`config.mk`:
```
export PLATFORM = sky130hd
export DESIGN_NAME = ped_request_unit
export DESIGN_NICKNAME = d
export VERILOG_FILES = /design/src/rtl/ped_request_unit.sv
export SDC_FILE = /design/constraint.sdc
export NUM_CORES = 1
export LEC_CHECK = 0
export CAP_MARGIN = 20
export CORE_MARGIN = 2
export CORE_UTILIZATION = 50
export CTS_CLUSTER_SIZE = 25
export DETAILED_ROUTE_END_ITERATION = 8
export PLACE_DENSITY = 0.78
export SYNTH_ARGS = -nofsm -noshare
export SYNTH_HDL_FRONTEND = slang
export SYNTH_SLANG_ARGS = --single-unit
```
`constraint.sdc`:
```
create_clock -name CLK -period 1.4 [get_ports CLK]
set_input_delay 0.14 -clock CLK [delete_from_list [all_inputs] [get_ports CLK]]
set_output_delay 0.14 -clock CLK [all_outputs]
set_load 0.01 [all_outputs]
```
`src/rtl/ped_request_unit.sv`:
```
// Pedestrian request conditioning for the intersection controller.
// Synchronises and debounces the raw call button. It then holds a walk
// request until the controller shows walk green, flags long waits as
// urgent, and counts accepted presses.
//
// state      | meaning
// -----------+-----------------------------------------------------------
// ST_IDLE    | no request outstanding; a press arms a request
// ST_PENDING | walk_req held; wait timer running; presses counted
// ST_SERVING | walk green shown; presses ignored until the lamp leaves green
module ped_request_unit #(
   parameter int DEBOUNCE_CYCLES = 4,
   parameter int MAX_WAIT        = 12,
   parameter int CNT_W           = 3
) (
   input  logic             CLK,
   input  logic             RST,
   input  logic             btn,
   input  logic [1:0]       lightw,
   output logic             walk_req,
   output logic             walk_urgent,
   output logic [CNT_W-1:0] press_count,
   output logic             btn_clean
);

   localparam logic [7:0]       DEB_LAST  = 8'(DEBOUNCE_CYCLES - 1);
   localparam logic [7:0]       WAIT_LAST = 8'(MAX_WAIT - 1);
   localparam logic [7:0]       WAIT_SAT  = 8'(MAX_WAIT);
   localparam logic [CNT_W-1:0] CNT_MAX   = {CNT_W{1'b1}};

   typedef enum logic [1:0] {
      ST_IDLE    = 2'd0,
      ST_PENDING = 2'd1,
      ST_SERVING = 2'd2
   } state_t;

   logic             s1, s2;
   logic [7:0]       deb_cnt;
   logic             clean_d;
   logic             press;
   logic             walk_green;

   state_t           state, state_n;
   logic [7:0]       wait_cnt, wait_cnt_n;
   logic             walk_req_n, walk_urgent_n;
   logic [CNT_W-1:0] press_count_n;
   logic [CNT_W-1:0] press_count_inc;

   // two-flop synchroniser for the asynchronous button
   always_ff @(posedge CLK or posedge RST) begin
      if (RST) begin
         s1 <= 1'b0;
         s2 <= 1'b0;
      end else begin
         s1 <= btn;
         s2 <= s1;
      end
   end

   // debounce: btn_clean follows s2 only after DEBOUNCE_CYCLES consecutive differing samples
   always_ff @(posedge CLK or posedge RST) begin
      if (RST) begin
         deb_cnt   <= 8'd0;
         btn_clean <= 1'b0;
      end else if (s2 == btn_clean) begin
         deb_cnt <= 8'd0;
      end else if (deb_cnt == DEB_LAST) begin
         btn_clean <= s2;
         deb_cnt   <= 8'd0;
      end else begin
         deb_cnt <= deb_cnt + 8'd1;
      end
   end

   // delayed copy of btn_clean for rising-edge detection
   always_ff @(posedge CLK or posedge RST) begin
      if (RST) clean_d <= 1'b0;
      else     clean_d <= btn_clean;
   end

   assign press           = btn_clean & ~clean_d;
   assign walk_green      = (lightw == 2'b01);
   assign press_count_inc = (press_count == CNT_MAX) ? press_count : press_count + 1'b1;

   // request state and registered outputs
   always_ff @(posedge CLK or posedge RST) begin
      if (RST) begin
         state       <= ST_IDLE;
         wait_cnt    <= 8'd0;
         walk_req    <= 1'b0;
         walk_urgent <= 1'b0;
         press_count <= '0;
      end else begin
         state       <= state_n;
         wait_cnt    <= wait_cnt_n;
         walk_req    <= walk_req_n;
         walk_urgent <= walk_urgent_n;
         press_count <= press_count_n;
      end
   end

   // next-state and next-output decode
   always_comb begin
      state_n       = state;
      wait_cnt_n    = wait_cnt;
      walk_req_n    = walk_req;
      walk_urgent_n = walk_urgent;
      press_count_n = press_count;
      case (state)
         ST_IDLE: begin
            if (press && !walk_green) begin
               state_n       = ST_PENDING;
               walk_req_n    = 1'b1;
               wait_cnt_n    = 8'd0;
               press_count_n = press_count_inc;
            end
         end
         ST_PENDING: begin
            if (walk_green) begin
               // service wins over a coincident press
               state_n       = ST_SERVING;
               walk_req_n    = 1'b0;
               walk_urgent_n = 1'b0;
               press_count_n = '0;
               wait_cnt_n    = 8'd0;
            end else begin
               walk_req_n = 1'b1;
               if (wait_cnt != WAIT_SAT) wait_cnt_n = wait_cnt + 8'd1;
               if (wait_cnt == WAIT_LAST) walk_urgent_n = 1'b1;
               if (press) press_count_n = press_count_inc;
            end
         end
         ST_SERVING: begin
            walk_req_n    = 1'b0;
            walk_urgent_n = 1'b0;
            if (!walk_green) state_n = ST_IDLE;
         end
         default: begin
            state_n       = ST_IDLE;
            walk_req_n    = 1'b0;
            walk_urgent_n = 1'b0;
            press_count_n = '0;
            wait_cnt_n    = 8'd0;
         end
      endcase
   end

endmodule

```
==> impl_metrics.toml <==
[yosys]
avgSynthCellArea_um2 = 10.1
synth.distinct_cells = 35
synth_common_cells = "27 x dfrtp_1, 15 x nand3_1, 11 x nor2_1, 9 x nand2_1, 9 x o21ai_0"
synth_warnings = 0
async_reset_ff_frac = 1.00
synth_top_area_cell = "dfrtp_1"
yosysSeqAreaShare = 0.513
synth-seq-cells = 27
ys.flop_type = "dfrtp_1"
synth_area_leaders = "dfrtp_1 51%, nand3_1 5.7%, xor2_1 4.0%"
synth_top_area_share = 0.513
syn_nets = 139
synthesis.instances = 130
netlist_area_um2 = 1320
synth_most_common_cell = "dfrtp_1"
synth_edf_count = 0

[final_layout]
area_growth_pct = 30.2
design_area_um2 = 1710
num-fill-cells = 187
drive_gt1_frac = 0.299
final_cells = 197
diodes = 0
nets = 177
utilization = 0.692

[clock_network]
cts_buffer_depth = 2
insertion_delay_ps = 320
numCtsBuffers = 3
cts_root_buf = "clkbuf_4"
clock-sinks = 27
hold_buffers = 0
cts_tree = "done"
clk_pin_slew_worst_paths_ps = 150
htreeDepth = 1

[placed_design]
gp_congestion = 0.814
portBuffers = 10
post_dp_cell_area_um2 = 1570
hpwl_um = 1910
placed_cells = 185

[grt]
grt_start_max_net_pins = 28
grt_pass1_vias = 1070
grt_use_total = 0.182
antenna_found_initial = 0
gr-total-overflow = 0
grt_pass1_wl_um = 4570

[floorplan]
initial_utilization = 0.531
die_area_um2 = 3060
coreArea_um2 = 2480
die_w_um = 55.3
placementRows = 18
ioPinCount = 11
die_h_um = 55.3

[pwr]
cellPowerDensity_nw_per_um2 = 1530
p_leak_nw = 0.847
ir_drop_uv = 1250

[worst_setup_path]
r2r-start = "wait_cnt[7]"
cp-startpoint = "wait_cnt[7]"
critPathMaxFanout = 5
cpPeakStageDelay_ps = 440
cpMaxStageDelayCell = "dfrtp_1"
critPathKind = "register to register"
cp-start-kind = "register"
cp_cell_sequence = "nor4_4, and4_4, a21o_4, a32o_2"
endpoint_kind = "register"
critPathRequiredTime_ps = 1670
cp_data_arrival_time_ps = 1720

[sta]
clock-skew-final_ps = 3.78
hold_viol_final = 0
fmax_mhz = 692
setup_viol = 5
final_min_period_over_clock_period = 1.03
maxSlewHeadroom = 0.780
setup_ws_ps = -44.7
layout_min_cycle_time_ps = 1440
rsz0062_at_grt = "true"
hold_ws_ps = 155
worst_slew_pin_slew_ps = 331
finalMaxSlewViolations = 0

[route]
drc_errors = 0
dr.pass1.iters = 4
vias = 1126
vias_per_cell = 5.72
antenna_left = 0
drt_iter0_markers = 35
wl_per_cell_um = 14.9
drt-total-wl_um = 2930

[run]
drv_cap = 0

[hold_path]
hp-class = "input pin to asynchronous set/reset pin"

[status]
violations = "negative setup slack"
outcome = "finished with violations"
## final timing paths
kind,end,slack [ps],depth (start not counted)
max in group asynchronous,state[0],980,3
min in group CLK,s1,240,1
worst max register to register,wait_cnt[1],-40,4
worst min register to register,s2,370,0
worst max-delay path,wait_cnt[1],-40,4
worst min-delay path,wait_cnt[7],150,3
## worst max-delay path: cells and delay by family, from the launching register on
family / cells / cell delay, ps
simple gates: 2 / 690
compound gates: 2 / 260
flops: 1 / 440
## sequential cells by signal, indices dropped and copies added, names as in the netlist
signal	cells
deb_cnt	8
wait_cnt	8
press_count	3
state	2
btn_clean	1
clean_d	1
s1	1
s2	1
walk_req	1
walk_urgent	1
## layout make-up
class                   instances  area [µm²]  share of cell area
clock buffers                   3        22.5              0.0131
clock inverters                 1        7.51             0.00438
inverters                       6        22.5              0.0131
multi-input cells              94         641               0.374
flip-flops and latches         27         681               0.397
well taps                      30        37.5              0.0219
repair buffers                 36         303               0.177
## routing by layer
layer / GRT usage / routed length [µm]
met2: 0.311 / 1530
met4: 0.0488 / 15
met1: 0.240 / 1230
met3: 0.0281 / 158
met5: 0 / 0
## cells in the final DEF (no fill, tap or decap), drive strengths merged, types with 2 or more instances in the layout
| cell | count |
|---|---|
| a31oi | 3 |
| and2b | 2 |
| buf | 26 |
| ha | 4 |
| dfrtp | 27 |
| dlymetal6s2s | 4 |
| clkbuf | 3 |
| clkdlybuf4s50 | 4 |
| nor3 | 2 |
| and4 | 2 |
| nand2b | 4 |
| a21o | 2 |
| nor4 | 2 |
| dlygate4sd2 | 2 |
| o211ai | 2 |
| nor2 | 12 |
| a21oi | 4 |
| nand2 | 9 |
| xor2 | 6 |
| a211oi | 2 |
| and3 | 3 |
| or4 | 2 |
| o21ai | 9 |
| nand3 | 15 |
| inv | 6 |
| nand4 | 3 |
## cell families (layout without fill, tap and decap cells)
kind of cell,after synthesis,count (layout),share of synthesized area
buffers and inverters,9,46,0.0342
DFF,27,27,0.513
adders and majority gates,4,4,0.0380
muxes,1,1,0.00855
and+or+nand+nor,57,57,0.240
xor gates and xnor gates,7,7,0.0466
AOI/OAI and AO/OA,25,25,0.120
## through the flow
| step | total power [mW] | TNS (ps) | setup slack (ps) |
|---|---|---|---|
| floorplan | 1.62 | 0 | 44.4 |
| global placement | 2.05 | -676 | -114 |
| detailed placement | 2.10 | -648 | -135 |
| CTS | 2.55 | -24.4 | -23.2 |
| global route | 2.78 | -561 | -104 |
| finish | 2.62 | -179 | -44.7 |
## repair_timing
item                                    in CTS  in global routing
setup buffers                                6                  3
endpoints found under the setup margin       9                 20
gates resized for setup                      5                 19
pin swaps                                    6                  5
## power breakdown
part           switching, mW  internal (mW)
sequential             0.150          0.947
clock                  0.234          0.109
combinational          0.565          0.614
No activity file was read; power rests on OpenSTA's default activity.
